<file path="src/rtl/multicycle_ctrl_fsm.sv">
`default_nettype none
// multicycle_ctrl_fsm: fetch/decode/execute sequencer for the 16-bit multicycle datapath.
// Optional maskable external interrupt enabled by defining CTRL_IRQ_EN.
module multicycle_ctrl_fsm #(
  parameter int OPW         = 4,
  parameter int CAUSE_W     = 2,
  parameter int MEM_TIMEOUT = 15
) (
  input  logic               clk_i,
  input  logic               rst_ni,
  input  logic [OPW-1:0]     opcode_i,
  input  logic               mem_ready_i,
  input  logic               int_req_i,
  output logic [2:0]         pc_src_o,
  output logic               pc_write_o,
  output logic               is_branch_o,
  output logic               iord_o,
  output logic               mem_read_o,
  output logic               mem_write_o,
  output logic               ir_write_o,
  output logic               cr_write_o,
  output logic               reg_write_o,
  output logic               alu_src_a_o,
  output logic [1:0]         write_dest_o,
  output logic [2:0]         write_src_o,
  output logic [2:0]         alu_src_b_o,
  output logic [1:0]         alu_op_o,
  output logic [CAUSE_W-1:0] int_cause_o,
  output logic               cause_write_o,
  output logic               epc_write_o,
  output logic               int_ack_o,
  output logic               int_enable_o,
  output logic [4:0]         current_state_o,
  output logic [4:0]         next_state_o
);

  localparam int CNT_W_RAW = $clog2(MEM_TIMEOUT + 1);
  localparam int CNT_W     = (CNT_W_RAW > 4) ? CNT_W_RAW : 4;

  typedef enum logic [4:0] {
    S_FETCH   = 5'd0,  S_DECODE = 5'd1,  S_C_EXEC = 5'd2,  S_C_WRITE = 5'd3,
    S_BRANCH  = 5'd4,  S_JUMP   = 5'd5,  S_JAL1   = 5'd6,  S_JAL2    = 5'd7,
    S_JREG    = 5'd8,  S_LUI    = 5'd9,  S_LLI    = 5'd10, S_LTR     = 5'd11,
    S_CTR     = 5'd12, S_LW1    = 5'd13, S_LW2    = 5'd14, S_SW      = 5'd15,
`ifdef CTRL_IRQ_EN
    S_IRQ     = 5'd19,
`endif
    S_SYSCALL = 5'd16, S_TRAP   = 5'd17, S_RFE    = 5'd18
  } state_t;

  typedef struct packed {
    logic [2:0]         pc_src;
    logic               pc_write;
    logic               is_branch;
    logic               iord;
    logic               mem_read;
    logic               mem_write;
    logic               cr_write;
    logic               reg_write;
    logic               alu_src_a;
    logic [1:0]         write_dest;
    logic [2:0]         write_src;
    logic [2:0]         alu_src_b;
    logic [1:0]         alu_op;
    logic [CAUSE_W-1:0] int_cause;
    logic               cause_write;
    logic               epc_write;
    logic               int_ack;
  } ctrl_t;

  state_t             state_q, state_d;
  logic [CNT_W-1:0]   wait_q, wait_d;
  logic [CAUSE_W-1:0] cause_q, cause_d;
  logic               int_en_q, int_en_d;
  ctrl_t              ctrl_q;
  logic               go_fetch, timed_out, in_wait, entering_wait;

  // Controls are registered from the next state so they line up with state_q.
  function automatic ctrl_t decode_ctrl(input state_t s, input logic [CAUSE_W-1:0] cause);
    ctrl_t c;
    c = '0;
    case (s)
      S_FETCH:   begin c.mem_read = 1'b1; c.iord = 1'b1; c.alu_src_a = 1'b1; c.alu_src_b = 3'd1; end
      S_DECODE:  begin c.alu_src_a = 1'b1; c.alu_src_b = 3'd2; end
      S_C_EXEC:  c.alu_op = 2'd2;
      S_C_WRITE: begin c.write_dest = 2'd1; c.cr_write = 1'b1; c.reg_write = 1'b1; end
      S_BRANCH:  begin c.alu_src_b = 3'd4; c.alu_op = 2'd1; c.is_branch = 1'b1; c.pc_src = 3'd1; end
      S_JUMP:    begin c.pc_write = 1'b1; c.pc_src = 3'd3; end
      S_JAL1:    begin c.reg_write = 1'b1; c.write_dest = 2'd2; c.write_src = 3'd5; end
      S_JAL2:    begin c.pc_write = 1'b1; c.pc_src = 3'd3; end
      S_JREG:    begin c.pc_write = 1'b1; c.pc_src = 3'd2; end
      S_LUI:     begin c.reg_write = 1'b1; c.write_src = 3'd3; end
      S_LLI:     begin c.reg_write = 1'b1; c.write_src = 3'd4; end
      S_LTR:     begin c.reg_write = 1'b1; c.write_src = 3'd6; end
      S_CTR:     begin c.reg_write = 1'b1; c.write_src = 3'd1; end
      S_LW1:     c.mem_read = 1'b1;
      S_LW2:     begin c.reg_write = 1'b1; c.write_src = 3'd2; end
      S_SW:      c.mem_write = 1'b1;
      S_SYSCALL: begin c.alu_src_a = 1'b1; c.alu_src_b = 3'd1; c.pc_write = 1'b1; end
      S_TRAP: begin
        c.epc_write = 1'b1; c.cause_write = 1'b1; c.int_cause = cause;
        c.pc_write  = 1'b1; c.pc_src = 3'd4;
      end
      S_RFE:     begin c.pc_write = 1'b1; c.pc_src = 3'd5; end
`ifdef CTRL_IRQ_EN
      S_IRQ: begin
        c.epc_write = 1'b1; c.cause_write = 1'b1; c.int_cause = CAUSE_W'(2);
        c.pc_write  = 1'b1; c.pc_src = 3'd4; c.int_ack = 1'b1;
      end
`endif
      default: c = '0;
    endcase
    return c;
  endfunction

  always_comb begin
    state_d   = state_q;
    cause_d   = cause_q;
    go_fetch  = 1'b0;
    timed_out = (wait_q == CNT_W'(MEM_TIMEOUT)) && !mem_ready_i;
    case (state_q)
      S_FETCH: begin
        if (mem_ready_i)    state_d = S_DECODE;
        else if (timed_out) begin state_d = S_TRAP; cause_d = CAUSE_W'(3); end
      end
      S_DECODE: begin
        case (opcode_i)
          OPW'(0):  state_d = S_C_EXEC;
          OPW'(1):  state_d = S_BRANCH;
          OPW'(2):  state_d = S_BRANCH;
          OPW'(3):  state_d = S_JUMP;
          OPW'(4):  state_d = S_JAL1;
          OPW'(5):  state_d = S_JREG;
          OPW'(6):  state_d = S_LUI;
          OPW'(7):  state_d = S_LLI;
          OPW'(8):  state_d = S_LTR;
          OPW'(9):  state_d = S_CTR;
          OPW'(10): state_d = S_LW1;
          OPW'(11): state_d = S_SW;
          OPW'(12): state_d = S_SYSCALL;
          OPW'(13): begin state_d = S_TRAP; cause_d = CAUSE_W'(0); end
          OPW'(14): state_d = S_RFE;
          default:  begin state_d = S_TRAP; cause_d = CAUSE_W'(1); end
        endcase
      end
      S_C_EXEC: state_d = S_C_WRITE;
      S_JAL1:   state_d = S_JAL2;
      S_LW1: begin
        if (mem_ready_i)    state_d = S_LW2;
        else if (timed_out) begin state_d = S_TRAP; cause_d = CAUSE_W'(3); end
      end
      S_SW: begin
        if (mem_ready_i)    go_fetch = 1'b1;
        else if (timed_out) begin state_d = S_TRAP; cause_d = CAUSE_W'(3); end
      end
      // Exception entry/exit never takes the interrupt on its way back to fetch.
`ifdef CTRL_IRQ_EN
      S_IRQ:    state_d = S_FETCH;
`endif
      S_TRAP:   state_d = S_FETCH;
      S_RFE:    state_d = S_FETCH;
      default:  go_fetch = 1'b1;
    endcase
    if (go_fetch) begin
      state_d = S_FETCH;
`ifdef CTRL_IRQ_EN
      if (int_req_i && int_en_q) state_d = S_IRQ;
`endif
    end
  end

`ifndef CTRL_IRQ_EN
  logic unused_int_req;
  assign unused_int_req = int_req_i;
`endif

  always_comb begin
    int_en_d = int_en_q;
    if (state_d == S_TRAP) int_en_d = 1'b0;
`ifdef CTRL_IRQ_EN
    if (state_d == S_IRQ)  int_en_d = 1'b0;
`endif
    if (state_d == S_RFE)  int_en_d = 1'b1;
  end

  assign in_wait       = (state_q == S_FETCH) || (state_q == S_LW1) || (state_q == S_SW);
  assign entering_wait = (state_d != state_q) &&
                         ((state_d == S_FETCH) || (state_d == S_LW1) || (state_d == S_SW));

  always_comb begin
    wait_d = wait_q;
    if (entering_wait)                wait_d = '0;
    else if (in_wait && !mem_ready_i) wait_d = wait_q + CNT_W'(1);
  end

  always_ff @(posedge clk_i or negedge rst_ni) begin
    if (!rst_ni) begin
      state_q  <= S_FETCH;
      wait_q   <= '0;
      cause_q  <= '0;
      int_en_q <= 1'b1;
      ctrl_q   <= decode_ctrl(S_FETCH, '0);
    end else begin
      state_q  <= state_d;
      wait_q   <= wait_d;
      cause_q  <= cause_d;
      int_en_q <= int_en_d;
      ctrl_q   <= decode_ctrl(state_d, cause_d);
    end
  end

  // Instruction fetch commits IR and PC only in the cycle memory responds.
  assign ir_write_o      = (state_q == S_FETCH) && mem_ready_i;
  assign pc_write_o      = ctrl_q.pc_write | ir_write_o;
  assign pc_src_o        = ctrl_q.pc_src;
  assign is_branch_o     = ctrl_q.is_branch;
  assign iord_o          = ctrl_q.iord;
  assign mem_read_o      = ctrl_q.mem_read;
  assign mem_write_o     = ctrl_q.mem_write;
  assign cr_write_o      = ctrl_q.cr_write;
  assign reg_write_o     = ctrl_q.reg_write;
  assign alu_src_a_o     = ctrl_q.alu_src_a;
  assign write_dest_o    = ctrl_q.write_dest;
  assign write_src_o     = ctrl_q.write_src;
  assign alu_src_b_o     = ctrl_q.alu_src_b;
  assign alu_op_o        = ctrl_q.alu_op;
  assign int_cause_o     = ctrl_q.int_cause;
  assign cause_write_o   = ctrl_q.cause_write;
  assign epc_write_o     = ctrl_q.epc_write;
  assign int_ack_o       = ctrl_q.int_ack;
  assign int_enable_o    = int_en_q;
  assign current_state_o = state_q;
  assign next_state_o    = state_d;

endmodule
`default_nettype wire
</file>
<file path="config.mk">
export PLATFORM = sky130hd
export DESIGN_NAME = multicycle_ctrl_fsm
export DESIGN_NICKNAME = d
export VERILOG_FILES = /design/src/rtl/multicycle_ctrl_fsm.sv
export SDC_FILE = /design/constraint.sdc
export NUM_CORES = 1
export LEC_CHECK = 0
export CELL_PAD_IN_SITES_DETAIL_PLACEMENT = 0
export CELL_PAD_IN_SITES_GLOBAL_PLACEMENT = 2
export CORE_MARGIN = 4
export CORE_UTILIZATION = 30
export CTS_CLUSTER_SIZE = 28
export DETAILED_ROUTE_END_ITERATION = 12
export GPL_TIMING_DRIVEN = 0
export MAX_ROUTING_LAYER = met4
export PLACE_DENSITY = 0.82
export SLEW_MARGIN = 0
export SYNTH_ARGS = -nofsm -noshare
export SYNTH_HDL_FRONTEND = slang
export SYNTH_SLANG_ARGS = --single-unit
</file>
<file path="constraint.sdc">
create_clock -name clk_i -period 2.2 [get_ports clk_i]
set_input_delay 0.22 -clock clk_i [delete_from_list [all_inputs] [get_ports clk_i]]
set_output_delay 0.22 -clock clk_i [all_outputs]
set_load 0.01 [all_outputs]
</file>
==> metrics.txt <==
reg2reg start=current_state_o[4]; H-tree levels=2; clock buffer count from CTS=5; share of cells above drive strength 1=41.3%; synth-to-layout area growth=52.5%; root buf cell=clkbuf_8; worst reg2reg setup slack=10 ps; largest net degree at the start of global routing=35; first-pass GRT wire length=8.59 mm; CTS clk-pin slew, worst paths=70 ps; Vias/cell=4.94; Final Setup Violations=1; number of synthesized flops with an enable pin=0; Row Count=29; period utilization=103%; sw frac=40.3%; CTS tree=built; diodes inserted=0; Seq/Total Area, Yosys=43.9%; ANT nets after route=0; Core Region=0.00635 mm2; final wirelength=5.48 mm; flops & latches, synth=34; worst slew pin tran=729 ps; Max Buffers Root-to-Sink=2; Skew-Pair Late Insertion Delay=290 ps; mapped cell area=0.00195 mm2; skew final=9.78 ps; overall power=4.25 mW; Hold Path Class=primary input to asynchronous set/reset pin; final setup margin=-62.4 ps; clock network power share=10.4%; outcome=complete, but fails checks; num ports=46; endpoints failing hold=16; Worst path slowest cell=dfrtp_2; Setup TNS=-62.4 ps; relative slew slack=51.4%; initial antenna violation count=0; routability cong.=0.818; VDD IR max=0.595 mV; HPWL Detailed=3.57 mm; initial drt markers=162; Post-route DRC=0; crit path time final=2260 ps; crit path launch=current_state_o[4]; Reg power frac=22.1%; sw power=1.71 mW; CTS sink count=34; Wirelength per Cell=15.3 um; Synth cell types=58; CP peak stage delay=440 ps; number of global-route vias before repair=1,717; Syn Area/Cell=9.62 um2; Top cell by count, worst path=buf_6; Gate Count Post-Synth=203; Total GRT Usage=14.6%; PwrDens=1430 mW/mm2; Syn Nets=212; Yosys warning count=0; unrepaired setup endpoints after global routing=yes; # fillers=596; GRT overflow=0; hold_ws=-18.6 ps; Die Area=0.00787 mm2; Max Fanout on Critical Path=8; Detailed Routing Iterations Pass 1=4; die height=88.7 um; fin. max-slew vios=0; nets=289; critical-path cell list=buf_6 > nor2b_4 > o32a_1 > o21ai_4 > nand2_4 > inv_4 > buf_8 > buf_6; Die X=88.7 um; Pleak=1.39 nW; failing checks=hold timing, setup timing; Worst EP required=1980 ps; vias=1,770; Highest Clock Rate=442 MHz; Async SR Flop Fraction=100%; Port Buf Inserts=40; combinational fraction of design power=67.5%; dominant synthesized flop cell=dfrtp_1; CP arrival=2040 ps; cell-internal power=2.54 mW; startpoint types=register; CP Capture Type=primary output; Max Cap Viol=0; initial core utilization=30.8%; critical path type=register to primary output
kinds of logic (layout without fill, tap and decap cells):
family                     Yosys count  after routing  share of synthesized area (%)
adders and majority gates            1              1                          0.641
xor gates and xnor gates             6              6                           2.69
and+or+nand+nor                     76             76                           21.7
other                                1              1                          0.192
DFF                                 34             34                           43.9
AOI/OAI and AO/OA                   46             46                           18.0
buffers and inverters               37            115                           11.9
muxes                                2              2                           1.03
layout by cell type (no fill, tap or decap), types with 3 or more instances in the layout:
master           instances
nand2_1                 11
nand3_1                  3
nand2b_1                 6
a221o_1                  3
dfstp_2                  5
nor3_1                   3
nor2_2                   3
dfrtp_2                  3
o21ai_0                  5
buf_6                    9
xor2_1                   3
nor2_1                  14
inv_1                    6
clkbuf_8                 5
and3_1                   3
nor2_4                   3
a21oi_1                  6
clkdlybuf4s50_1         30
and2_1                   3
buf_4                   46
xnor2_1                  3
dfrtp_1                 26
buf_2                    7
state kept, by name, summed over array words and instances, names as in the netlist:
register and flops:
cause_write_o 1, is_branch_o 1, int_enable_o 1, write_src_o 3, pc_src_o 3, mem_write_o 1
wait_q 4, mem_read_o 1, alu_src_a_o 1, alu_op_o 2, iord_o 1, alu_src_b_o 2
ctrl_q 1, cause_q 1, cr_write_o 1, current_state_o 5, int_cause_o 2, write_dest_o 2
reg_write_o 1
cell type report:
class	count	area, um2	share of cell area (%)
clock inverter	2	10.0	0.336
sequential	34	861	28.9
multi-input combinational	132	1050	35.3
buffer	28	219	7.35
timing repair buffer	70	628	21.1
clock buffer	6	72.6	2.44
tap	77	96.3	3.23
inverter	9	41.3	1.39
stage by stage:
step	util, %	hold WS (ps)	instances	worst slack, ps	instance area (um2)
global placement	38.6	487	320	-550	2450
detailed placement	38.5	335	320	-544	2440
CTS	43.2	25.0	342	-17.7	2740
floorplan	-	-75.6	203	244	1950
global route	46.9	52.6	358	-117	2980
finish	46.9	-18.6	358	-62.4	2980
what timing repair did:
action                                  CTS  global route
endpoints found under the setup margin   24            21
pin swaps                                10            13
resized for setup                        48            39
setup buffers                            14            16
hold buffers                              0             0
final timing paths:
kind	to	cells after the start
hold reg to reg	int_enable_o	1
setup / recovery	next_state_o[1]	8
min in group clk_i	alu_src_b_o[1]	4
max in group asynchronous	current_state_o[2]	1
setup reg to reg	reg_write_o	8
hold / removal	write_dest_o[1]	1
layer usage:
layer / track usage, % / share of wire, % / up-vias
li1: - / - / 854
met1: 19.8 / 46 / 849
met2: 21.3 / 47 / 57
met3: 2.79 / 5.1 / 10
met4: 6.04 / 2.0 / 0
met5: - / 0 / -
critical path: cells and delay by family (launching register included):
family	cells	cell delay, ps
AOI/OAI and AO/OA	2	670
DFF	1	440
buffers and inverters	4	450
and+or+nand+nor	2	200
cell usage after synthesis (3+ instances only):
master / count / area (um2)
nand2b_1: 7 / 43.8
nor2b_1: 3 / 18.8
o2bb2ai_1: 3 / 26.3
dfrtp_1: 29 / 726
xor2_1: 3 / 26.3
inv_1: 7 / 26.3
buf_4: 17 / 128
nor2_1: 20 / 75.1
a221o_1: 3 / 30.0
o21ai_0: 6 / 30.0
and3_1: 3 / 18.8
and2_1: 4 / 25.0
nand2_1: 12 / 45.0
dfstp_2: 5 / 131
buf_2: 9 / 45.0
a21oi_1: 8 / 40.0
nor3_1: 5 / 25.0
xnor2_1: 3 / 26.3
nand3_1: 4 / 20.0
power by group through the flow:
| stage | Sequential (mW) | Combinational, mW | Clock [mW] |
|---|---|---|---|
| 6_report | 0.938 | 2.87 | 0.443 |
| 5_1_grt | 0.958 | 3.08 | 0.488 |
| 4_1_cts | 0.943 | 2.35 | 0.455 |
| 3_5_place_dp | 0.957 | 2.00 | 0 |
| 3_3_place_gp | 0.956 | 2.03 | 0 |
| 2_1_floorplan | 0.980 | 1.20 | 0 |
Note: power is estimated with default switching activity, not from simulation.
